### src/rtl/sensor_hub_controller.sv
// -----------------------------------------------------------------------------
// sensor_hub_controller
//   Host command handler for NUM_SENSORS DHT11-style 40-bit sensors. A host
//   request selects a channel via request_address and either answers at once
//   (errors, loop stop) or starts a sensor read and answers with the measured
//   value. Each channel can be put into continuous mode; looping channels are
//   polled round-robin, one poll per LOOP_PERIOD cycles.
//
// Ports
//   clock, reset        system clock, synchronous active-high reset
//   request_*           host command port (valid/ready, command, address)
//   sensor_enable       one-hot read strobe, held until the frame arrives
//   sensor_data         channel i frame in bits [40*i+39:40*i]
//   sensor_done/error   per-channel frame-received / protocol-error flags
//   response_*          response toward the UART (valid/ready, cmd, value, addr)
//   loop_active         per-channel continuous-mode flags
//
// Build option
//   SENSOR_TIMEOUT_EN   when defined, a read that sees no sensor_done within
//                       TIMEOUT_CYCLES cycles ends as a fault (1F/1F).
// -----------------------------------------------------------------------------
module sensor_hub_controller #(
  parameter int NUM_SENSORS = 4,
  parameter int LOOP_PERIOD = 100_000_000
`ifdef SENSOR_TIMEOUT_EN
  , parameter int TIMEOUT_CYCLES = 5_000_000
`endif
) (
  input  logic                      clock,
  input  logic                      reset,
  input  logic                      request_valid,
  output logic                      request_ready,
  input  logic [7:0]                request_command,
  input  logic [7:0]                request_address,
  output logic [NUM_SENSORS-1:0]    sensor_enable,
  input  logic [40*NUM_SENSORS-1:0] sensor_data,
  input  logic [NUM_SENSORS-1:0]    sensor_done,
  input  logic [NUM_SENSORS-1:0]    sensor_error,
  output logic                      response_valid,
  input  logic                      response_ready,
  output logic [7:0]                response_command,
  output logic [7:0]                response_value,
  output logic [7:0]                response_address,
  output logic [NUM_SENSORS-1:0]    loop_active
);

  localparam int CH_W  = (NUM_SENSORS > 1) ? $clog2(NUM_SENSORS) : 1;
  localparam int TMR_W = (LOOP_PERIOD > 1) ? $clog2(LOOP_PERIOD) : 1;
  localparam logic [8:0] NUM_CH = 9'(NUM_SENSORS);

  localparam logic [7:0] CMD_CHECK = 8'hAC;
  localparam logic [7:0] CMD_TEMP  = 8'h01;
  localparam logic [7:0] CMD_HUM   = 8'h02;
  localparam logic [7:0] CMD_LOOPT = 8'h03;
  localparam logic [7:0] CMD_LOOPH = 8'h04;
  localparam logic [7:0] CMD_STOPT = 8'h05;
  localparam logic [7:0] CMD_STOPH = 8'h06;

  typedef enum logic [1:0] {ST_IDLE, ST_READ, ST_RESP} state_t;

  state_t state_reg, state_next;

  logic [CH_W-1:0]        ch_reg;
  logic [7:0]             cmd_reg;
  logic                   poll_reg;      // current read is a loop poll, not a host command
  logic [NUM_SENSORS-1:0] loop_reg;
  logic [NUM_SENSORS-1:0] mode_reg;      // 1 = humidity, 0 = temperature
  logic [TMR_W-1:0]       timer_reg;
  logic                   pending_reg;
  logic [CH_W-1:0]        rr_ptr_reg;
  logic [7:0]             rsp_cmd_reg, rsp_val_reg, rsp_addr_reg;

  // Unpack the flat sensor bus into one frame per channel.
  logic [39:0] frame [NUM_SENSORS];
  generate
    for (genvar gi = 0; gi < NUM_SENSORS; gi++) begin : g_frame
      assign frame[gi] = sensor_data[40*gi +: 40];
    end
  endgenerate

  // ---------------------------------------------------------------- decode
  logic            accept;
  logic [CH_W-1:0] req_ch;
  logic            dec_read, dec_clr;
  logic [7:0]      dec_cmd, dec_val;

  assign accept = (state_reg == ST_IDLE) && request_valid;
  assign req_ch = request_address[CH_W-1:0];

  always_comb begin
    dec_read = 1'b0;
    dec_clr  = 1'b0;
    dec_cmd  = 8'h45;
    dec_val  = 8'h45;
    if ({1'b0, request_address} >= NUM_CH) begin
      dec_cmd = 8'hFE;
      dec_val = 8'hFE;
    end else if (loop_reg[req_ch] && request_command != CMD_STOPT &&
                 request_command != CMD_STOPH) begin
      dec_cmd = 8'hFF;
      dec_val = 8'hFF;
    end else if (request_command == CMD_STOPT) begin
      dec_clr = 1'b1;
      dec_cmd = 8'h0A;
      dec_val = 8'h0A;
    end else if (request_command == CMD_STOPH) begin
      dec_clr = 1'b1;
      dec_cmd = 8'h0B;
      dec_val = 8'h0B;
    end else begin
      case (request_command)
        CMD_CHECK, CMD_TEMP, CMD_HUM, CMD_LOOPT, CMD_LOOPH: dec_read = 1'b1;
        default: ;
      endcase
    end
  end

  // ---------------------------------------------------- round-robin choice
  // First set loop bit at or after rr_ptr, wrapping around.
  logic            poll_found;
  logic [CH_W-1:0] poll_ch, rr_next;
  logic            poll_start;

  always_comb begin
    poll_found = 1'b0;
    poll_ch    = '0;
    for (int k = 0; k < NUM_SENSORS; k++) begin
      if (!poll_found && loop_reg[CH_W'((int'(rr_ptr_reg) + k) % NUM_SENSORS)]) begin
        poll_found = 1'b1;
        poll_ch    = CH_W'((int'(rr_ptr_reg) + k) % NUM_SENSORS);
      end
    end
  end

  assign rr_next    = (poll_ch == CH_W'(NUM_SENSORS - 1)) ? '0 : poll_ch + 1'b1;
  assign poll_start = (state_reg == ST_IDLE) && !request_valid && pending_reg && poll_found;

  // ------------------------------------------------------- read completion
  logic [39:0] cur;
  logic [7:0]  cks, temp, hum;
  logic        done, tmo_hit, fault, read_fin;
  logic [7:0]  fin_cmd, fin_val;
  logic        fin_set, fin_mode;

  assign cur  = frame[ch_reg];
  assign cks  = cur[39:32] + cur[31:24] + cur[23:16] + cur[15:8];
  assign temp = cur[23:16];
  assign hum  = cur[39:32];
  assign done = sensor_done[ch_reg];

`ifdef SENSOR_TIMEOUT_EN
  localparam int TO_W = (TIMEOUT_CYCLES > 1) ? $clog2(TIMEOUT_CYCLES) : 1;
  logic [TO_W-1:0] tmo_reg;

  always_ff @(posedge clock) begin
    if (reset || state_reg != ST_READ) begin
      tmo_reg <= '0;
    end else if (!tmo_hit) begin
      tmo_reg <= tmo_reg + 1'b1;
    end
  end

  assign tmo_hit = (state_reg == ST_READ) && (tmo_reg == TO_W'(TIMEOUT_CYCLES - 1));
`else
  assign tmo_hit = 1'b0;
`endif

  assign read_fin = (state_reg == ST_READ) && (done || tmo_hit);
  // A frame that arrives on the timeout cycle still counts as arrived.
  assign fault    = sensor_error[ch_reg] | (cks != cur[7:0]) | (tmo_hit & ~done);

  always_comb begin
    fin_cmd  = 8'h1F;
    fin_val  = 8'h1F;
    fin_set  = 1'b0;
    fin_mode = 1'b0;
    if (!fault) begin
      if (poll_reg) begin
        fin_cmd = mode_reg[ch_reg] ? 8'h0E : 8'h0D;
        fin_val = mode_reg[ch_reg] ? hum : temp;
      end else begin
        case (cmd_reg)
          CMD_CHECK: begin fin_cmd = 8'h07; fin_val = 8'h07; end
          CMD_TEMP:  begin fin_cmd = 8'h09; fin_val = temp; end
          CMD_HUM:   begin fin_cmd = 8'h08; fin_val = hum; end
          CMD_LOOPT: begin fin_cmd = 8'h0D; fin_val = temp; fin_set = 1'b1; end
          CMD_LOOPH: begin fin_cmd = 8'h0E; fin_val = hum; fin_set = 1'b1; fin_mode = 1'b1; end
          default: ;
        endcase
      end
    end
  end

  // ----------------------------------------------------------------- FSM
  always_ff @(posedge clock) begin
    if (reset) begin
      state_reg <= ST_IDLE;
    end else begin
      state_reg <= state_next;
    end
  end

  always_comb begin
    state_next = state_reg;
    case (state_reg)
      ST_IDLE: begin
        if (accept) begin
          state_next = dec_read ? ST_READ : ST_RESP;
        end else if (poll_start) begin
          state_next = ST_READ;
        end
      end
      ST_READ: if (read_fin) state_next = ST_RESP;
      ST_RESP: if (response_ready) state_next = ST_IDLE;
      default: state_next = ST_IDLE;
    endcase
  end

  always_comb begin
    request_ready  = (state_reg == ST_IDLE);
    response_valid = (state_reg == ST_RESP);
    sensor_enable  = '0;
    if (state_reg == ST_READ) begin
      sensor_enable[ch_reg] = 1'b1;
    end
  end

  assign response_command = rsp_cmd_reg;
  assign response_value   = rsp_val_reg;
  assign response_address = rsp_addr_reg;
  assign loop_active      = loop_reg;

  // ------------------------------------------------------------ datapath
  always_ff @(posedge clock) begin
    if (reset) begin
      ch_reg       <= '0;
      cmd_reg      <= '0;
      poll_reg     <= 1'b0;
      loop_reg     <= '0;
      mode_reg     <= '0;
      timer_reg    <= '0;
      pending_reg  <= 1'b0;
      rr_ptr_reg   <= '0;
      rsp_cmd_reg  <= '0;
      rsp_val_reg  <= '0;
      rsp_addr_reg <= '0;
    end else begin
      if (accept) begin
        ch_reg       <= req_ch;
        cmd_reg      <= request_command;
        poll_reg     <= 1'b0;
        rsp_addr_reg <= request_address;
        if (!dec_read) begin
          rsp_cmd_reg <= dec_cmd;
          rsp_val_reg <= dec_val;
        end
        if (dec_clr) begin
          loop_reg[req_ch] <= 1'b0;
        end
      end else if (poll_start) begin
        ch_reg       <= poll_ch;
        poll_reg     <= 1'b1;
        rr_ptr_reg   <= rr_next;
        rsp_addr_reg <= 8'(poll_ch);
      end

      if (read_fin) begin
        rsp_cmd_reg <= fin_cmd;
        rsp_val_reg <= fin_val;
        if (fin_set) begin
          loop_reg[ch_reg] <= 1'b1;
          mode_reg[ch_reg] <= fin_mode;
        end
      end

      // Poll timer: idle and cleared while no channel loops; a tick arriving
      // together with a poll start re-arms the pending flag.
      if (loop_reg == '0) begin
        timer_reg   <= '0;
        pending_reg <= 1'b0;
      end else if (timer_reg == TMR_W'(LOOP_PERIOD - 1)) begin
        timer_reg   <= '0;
        pending_reg <= 1'b1;
      end else begin
        timer_reg <= timer_reg + 1'b1;
        if (poll_start) begin
          pending_reg <= 1'b0;
        end
      end
    end
  end

endmodule

### config.mk
export PLATFORM = sky130hd
export DESIGN_NAME = sensor_hub_controller
export DESIGN_NICKNAME = d
export VERILOG_FILES = /design/src/rtl/sensor_hub_controller.sv
export SDC_FILE = /design/constraint.sdc
export NUM_CORES = 1
export LEC_CHECK = 0
export CAP_MARGIN = 20
export CORE_AREA = 8 8 116 118
export DETAILED_ROUTE_END_ITERATION = 10
export DIE_AREA = 0 0 124 126
export PLACE_DENSITY = 0.86
export SLEW_MARGIN = 0
export SYNTH_ARGS = -nofsm -noshare
export SYNTH_HDL_FRONTEND = slang
export SYNTH_SLANG_ARGS = --single-unit
### constraint.sdc
create_clock -name clock -period 14.9 [get_ports clock]
set_clock_uncertainty 0.1 [all_clocks]
set_input_delay 2.98 -clock clock [delete_from_list [all_inputs] [get_ports clock]]
set_output_delay 2.98 -clock clock [all_outputs]
set_load 0.01 [all_outputs]
==> results_dict.tcl, run 1 <==
set metrics [dict create \
    post-route-period-util_pct 49.4 \
    grt_pass1_vias 5925 \
    slew_headroom_pct 38.7 \
    wire_per_inst_um 20.8 \
    netlist_area_um2 5400 \
    synth-xor-area-share_pct 7.21 \
    rows 40 \
    routed_wl_um 19900 \
    grt_use_total_pct 24.9 \
    io-pin-count 222 \
    yosysWarnings 0 \
    largest_reg_flops 27 \
    grt_max_degree 54 \
    ctsHoldBuffers 0 \
    min_period_ns 7.36 \
    post-dp-hpwl_um 15900 \
    p_clk_share_pct 29.2 \
    async_flop_share_pct 0 \
    clkTransAtPathRegs_ns 0.06 \
    synthesis.nets 817 \
    mostFrequentLayoutCells "clkdlybuf4s50_1 (221), dfxtp_1 (70), a21oi_1 (60)" \
    clk_latency_ns 0.33 \
    cts-resized-gates 0 \
    core-area_um2 11700 \
    clock_path_buffers 2 \
    yosys_most_used_dff "dfxtp_1" \
    synthAdderAreaFrac_pct 7.24 \
    final_common_cell "clkdlybuf4s50_1" \
    finalNonFillerCells 959 \
    clkSinkCount 72 \
    irDropWorstVdd_v 0.0000731 \
    yosys-top-cells-area "dfxtp_1 (27%), mux4_2 (16%), a21oi_1 (5.6%), fa_1 (5.2%), nor2_1 (4.0%)" \
    worst_pin_slew_ns 0.917 \
    cts.htree.levels 3 \
    regArea_um2 1450 \
    via_per_inst 5.89 \
    synth_compound_area_share_pct 13.1 \
    multi_input_area_um2 3620 \
    hold_viol 0 \
    syn_avg_cell_area_um2 8.89 \
    synth_cell_types 59 \
    die_w_um 124 \
    status "complete, no violations" \
    final_nets 1016 \
    tritoncts "done" \
    p_leak_nw 2.80 \
    combPwrFrac_pct 42.3 \
    synth_top_family_by_area "simple AND/OR/NAND/NOR gates" \
    synthCells 607 \
    gp_congestion 0.917 \
    synth_edf_count 0 \
    startpoint_type "input pin" \
    n_fill_cell 889 \
    synth-simple-area-share_pct 19.8 \
    grt_setup_unrepaired "no" \
    fp.dieH_um 126 \
    grt_pass1_wl_um 30800 \
    dieArea_um2 15600 \
    synth_top_area_share_pct 26.7 \
    root_buffer "clkbuf_16" \
    firstDrtPassIters 5 \
    max_clock_freq_mhz 136 \
    area_growth_pct 47.6 \
    numCtsBuffers 9 \
    p_int_uw 511 \
    io_buffers 221 \
    start_util_pct 46.1 \
    worst_hold_path_type "reg2reg" \
    antenna_found_initial 2 \
    critPathArrivalTime_ns 7.47 \
    layout-drive-gt1-share_pct 9.00 \
    p_sw_share_pct 32.1 \
    drt-initial-drc-count 459 \
    post-place-cells 942 \
    setup_violations 0 \
    p_sw_uw 242 \
    drc 0 \
    cts_setup_buffers 0 \
    drv_slew 0 \
    ant_nets 0 \
    cp-end-kind "flip-flop" \
    power.share.sequential_pct 28.5 \
    vias 5645 \
    drv_cap 0 \
    synth_largest_area_cell "dfxtp_1" \
    seq_area_frac_synth_pct 26.7 \
    crit_fanout 16 \
    gr-total-overflow 0 \
    synth-seq-cells 72 \
    fin_setup_tns_ns 0 \
    required_ns 15.01 \
    synthMuxAreaShare_pct 19.7 \
    worst-setup-path-type "in2reg" \
    p_per_area_nw_per_um2 94.6 \
]
## routing by layer
metal / GRT usage (%) / wire length [µm]
met1: 27.5 / 7210
met2: 44.0 / 10300
met3: 6.48 / 1830
met4: 9.80 / 593
met5: 0 / 17
## final timing paths
kind | startpoint | depth (start not counted) | end | slack, ns
max | sensor_data[97] | 14 | mode_reg[0] | 7.54
min | timer_reg[0] | 1 | timer_reg[0] | 0.36
max reg2reg | response_address[1] | 13 | mode_reg[0] | 9.34
min reg2reg | timer_reg[0] | 1 | timer_reg[0] | 0.36
## cells in the mapped netlist (all sizes together), types with 8 or more instances
cell    count
clkbuf     19
nor3       13
buf        18
ha          8
dfxtp      72
nand3      23
a21oi      60
nand4      13
nand2      53
o21ai      17
xor2       20
inv        44
xnor2      21
mux2i      16
fa         14
or3         8
mux4       39
nor2       58
nand2b     12
## power by group through the flow
stage          Sequential [mW]  Combinational, mW  Clock, mW
2_1_floorplan            0.212              0.210          0
3_3_place_gp             0.218              0.305          0
3_5_place_dp             0.219              0.317          0
4_1_cts                  0.215              0.319      0.222
5_1_grt                  0.216              0.352      0.232
6_report                 0.214              0.319      0.220
## through the flow
stage / hold WS (ns) / total power [mW] / setup slack, ns / cell area, µm² / util [%]
after floorplan: 0.326 / 0.422 / 8.18 / 5400 / -
after global placement: 0.335 / 0.523 / 7.35 / 7660 / 65.4
after detailed placement: 0.352 / 0.536 / 7.18 / 7660 / 65.4
after CTS: 0.363 / 0.756 / 7.54 / 7960 / 68.0
after global routing: 0.394 / 0.800 / 7.30 / 7970 / 68.0
final: 0.359 / 0.753 / 7.54 / 7970 / 68.0
## cells by family after synthesis
family,Yosys count
mux,57
compound gates,117
fa+ha+maj,23
flops,72
simple gates,215
xor+xnor,42
buf+inv,81
## worst max-delay path: stages
cell,delay (ns)
clkdlybuf4s50_1,0.41
mux4_2,0.52
inv_1,0.10
fa_1,0.41
inv_1,0.09
fa_1,0.41
ha_1,0.36
nand2b_1,0.13
a32oi_1,0.11
o32a_1,0.36
nor4_1,0.49
nand3_2,0.37
or4_4,0.59
mux2i_1,0.13
## area by class of cell
type,instances,share of cell area [%]
Multi-Input combinational cell,454,45.4
Timing Repair Buffer,225,28.1
Sequential cell,72,18.2
Clock buffer,11,3.17
Tap cell,147,2.31
Inverter,44,2.07
Clock inverter,5,0.675
Antenna cell,1,0.0314
No activity file was read; power rests on OpenSTA's default activity.
==> run 2, diff against run 1 <==
CORE_AREA = 8 8 120 122   (was 8 8 116 118)
DIE_AREA = 0 0 128 130   (was 0 0 124 126)
PLACE_DENSITY = 0.81   (was 0.86)
clock period = 6.79 ns   (was 14.9 ns; I/O delays follow)
==> results_dict.tcl, run 2 (same netlist as run 1, synthesis figures left out) <==
set metrics [dict create \
    final_nets 1015 \
    grt_pass1_wl_um 30100 \
    crit_path_top_delay_cell "or4_4" \
    mostFrequentLayoutCells "clkdlybuf4s50_1 (221), dfxtp_1 (70), a21oi_1 (60)" \
    cts_setup_buffers 0 \
    r2r_cells 13 \
    slowest_delay_ns 0.58 \
    drv_cap 0 \
    grt_max_degree 54 \
    dieArea_um2 16600 \
    crit_fanout 16 \
    cp-end-kind "flip-flop" \
    io_buffers 221 \
    ctsHoldBuffers 0 \
    p_per_area_nw_per_um2 199 \
    worst_hold_path_type "reg2reg" \
    critPathArrivalTime_ns 5.80 \
    gr-total-overflow 0 \
    drt-initial-drc-count 417 \
    hold_depth 2 \
    vias 5422 \
    tritoncts "done" \
    hold_viol 0 \
    grt_pass1_vias 5542 \
    clk_latency_ns 0.33 \
    reg2reg_slack_ns 1.43 \
    wire_per_inst_um 19.9 \
    max_clock_freq_mhz 176 \
    antenna_found_initial 3 \
    fp.dieH_um 130 \
    rows 41 \
    routed_wl_um 19600 \
    grt_use_total_pct 23.3 \
    clock_path_buffers 2 \
    startpoint_type "input pin" \
    largest_reg_flops 27 \
    timing.rr.end "mode_reg[0]" \
    crit-reg2reg-launch "ch_reg[0]" \
    drc 0 \
    crit_start "sensor_data[137]" \
    final_area_um2 7950 \
    final_core_util_pct 64.0 \
    cts.htree.levels 3 \
    via_per_inst 5.52 \
    clkTransAtPathRegs_ns 0.06 \
    drv_slew 0 \
    post-dp-hpwl_um 16000 \
    fin_setup_tns_ns 0 \
    required_ns 6.90 \
    firstDrtPassIters 7 \
    slew_headroom_pct 25.2 \
    worst-setup-path-type "in2reg" \
    clkSinkCount 72 \
    area_growth_pct 47.3 \
    layout-drive-gt1-share_pct 8.64 \
    root_buffer "clkbuf_16" \
    status "complete, no violations" \
    min_period_ns 5.69 \
    gp_congestion 0.885 \
    worst_pin_slew_ns 1.12 \
    cts-resized-gates 0 \
    n_fill_cell 1052 \
    core-area_um2 12400 \
    p_leak_nw 2.78 \
    placed_cell_area_um2 7680 \
    start_util_pct 43.5 \
    die_w_um 128 \
    grt_setup_unrepaired "no" \
    io-pin-count 222 \
    crit_chain "clkdlybuf4s50_1 > mux4_2 > inv_1 > fa_1 > inv_1 > fa_1 > ha_1 > nand2b_1 > a32oi_1 > o32a_1 > nor4_1 > nand3_2 > or4_4 > mux2i_1" \
    setup_violations 0 \
    ant_nets 0 \
    worstSetupEndpoint "mode_reg[0]" \
    numCtsBuffers 9 \
    irDropWorstVdd_v 0.000127 \
    post-route-period-util_pct 83.8 \
    final_common_cell "clkdlybuf4s50_1" \
]
## run 2: cell count changes in the layout (fill, tap and decap cells not counted)
cell / previous run / this run
buf_4: 4 / 3
bufinv_16: 1 / 0
clkbuf_1: 0 / 2
clkbuf_8: 2 / 1
clkinv_2: 2 / 4
clkinvlp_4: 1 / 0
inv_4: 1 / 0
## run 2: worst max-delay path, delay by kind of cell
| family | cells | cell delay, ns |
|---|---|---|
| AND/OR/NAND/NOR | 4 | 1.56 |
| adder cells (fa/ha/maj) | 3 | 1.17 |
| multiplexers | 2 | 0.65 |
| buffers and inverters | 3 | 0.59 |
| AO/OA/AOI/OAI | 2 | 0.46 |
## run 2: how the worst min path moves through the flow
| stage | startpoint | endpoint | slack [ns] |
|---|---|---|---|
| 2_1_floorplan | timer_reg[0] | timer_reg[0] | 0.33 |
| 3_3_place_gp | timer_reg[0] | timer_reg[0] | 0.34 |
| 5_1_grt | mode_reg[3] | mode_reg[3] | 0.39 |
| 6_report | cmd_reg[6] | cmd_reg[6] | 0.37 |
| 3_5_place_dp | timer_reg[0] | timer_reg[0] | 0.36 |
| 4_1_cts | timer_reg[0] | timer_reg[0] | 0.37 |
## run 2: where the power goes
group          switching [mW]  internal, mW
registers              0.0285         0.441
clock network           0.167         0.254
logic                   0.313         0.375
## run 2: cell type report
type / count / area [µm²] / share of cell area [%]
antenna: 1 / 2.50 / 0.0315
clock buffer: 12 / 246 / 3.10
clock inverter: 4 / 20.0 / 0.252
tap: 172 / 215 / 2.71
inverter: 44 / 165 / 2.08
multi-input combinational: 454 / 3620 / 45.5
timing repair buffer: 224 / 2230 / 28.1
sequential: 72 / 1450 / 18.2
## run 2: per-layer routing
layer | vias to the layer above | track usage, % | share of wire [%]
li1 | 2584 | - | -
met1 | 2605 | 27.3 | 41
met2 | 205 | 40.5 | 49
met3 | 24 | 6.85 | 8.3
met4 | 4 | 6.50 | 1.4
met5 | - | 0 | 0.14
## run 2: per-stage QoR
stage	power [mW]	hold WS, ns	setup slack [ns]	instances
after detailed placement	1.17	0.357	0.781	966
after global placement	1.15	0.340	0.885	966
after floorplan	0.926	0.326	1.22	607
after CTS	1.59	0.365	1.12	982
final	1.58	0.369	1.10	983
after global routing	1.68	0.395	0.886	983
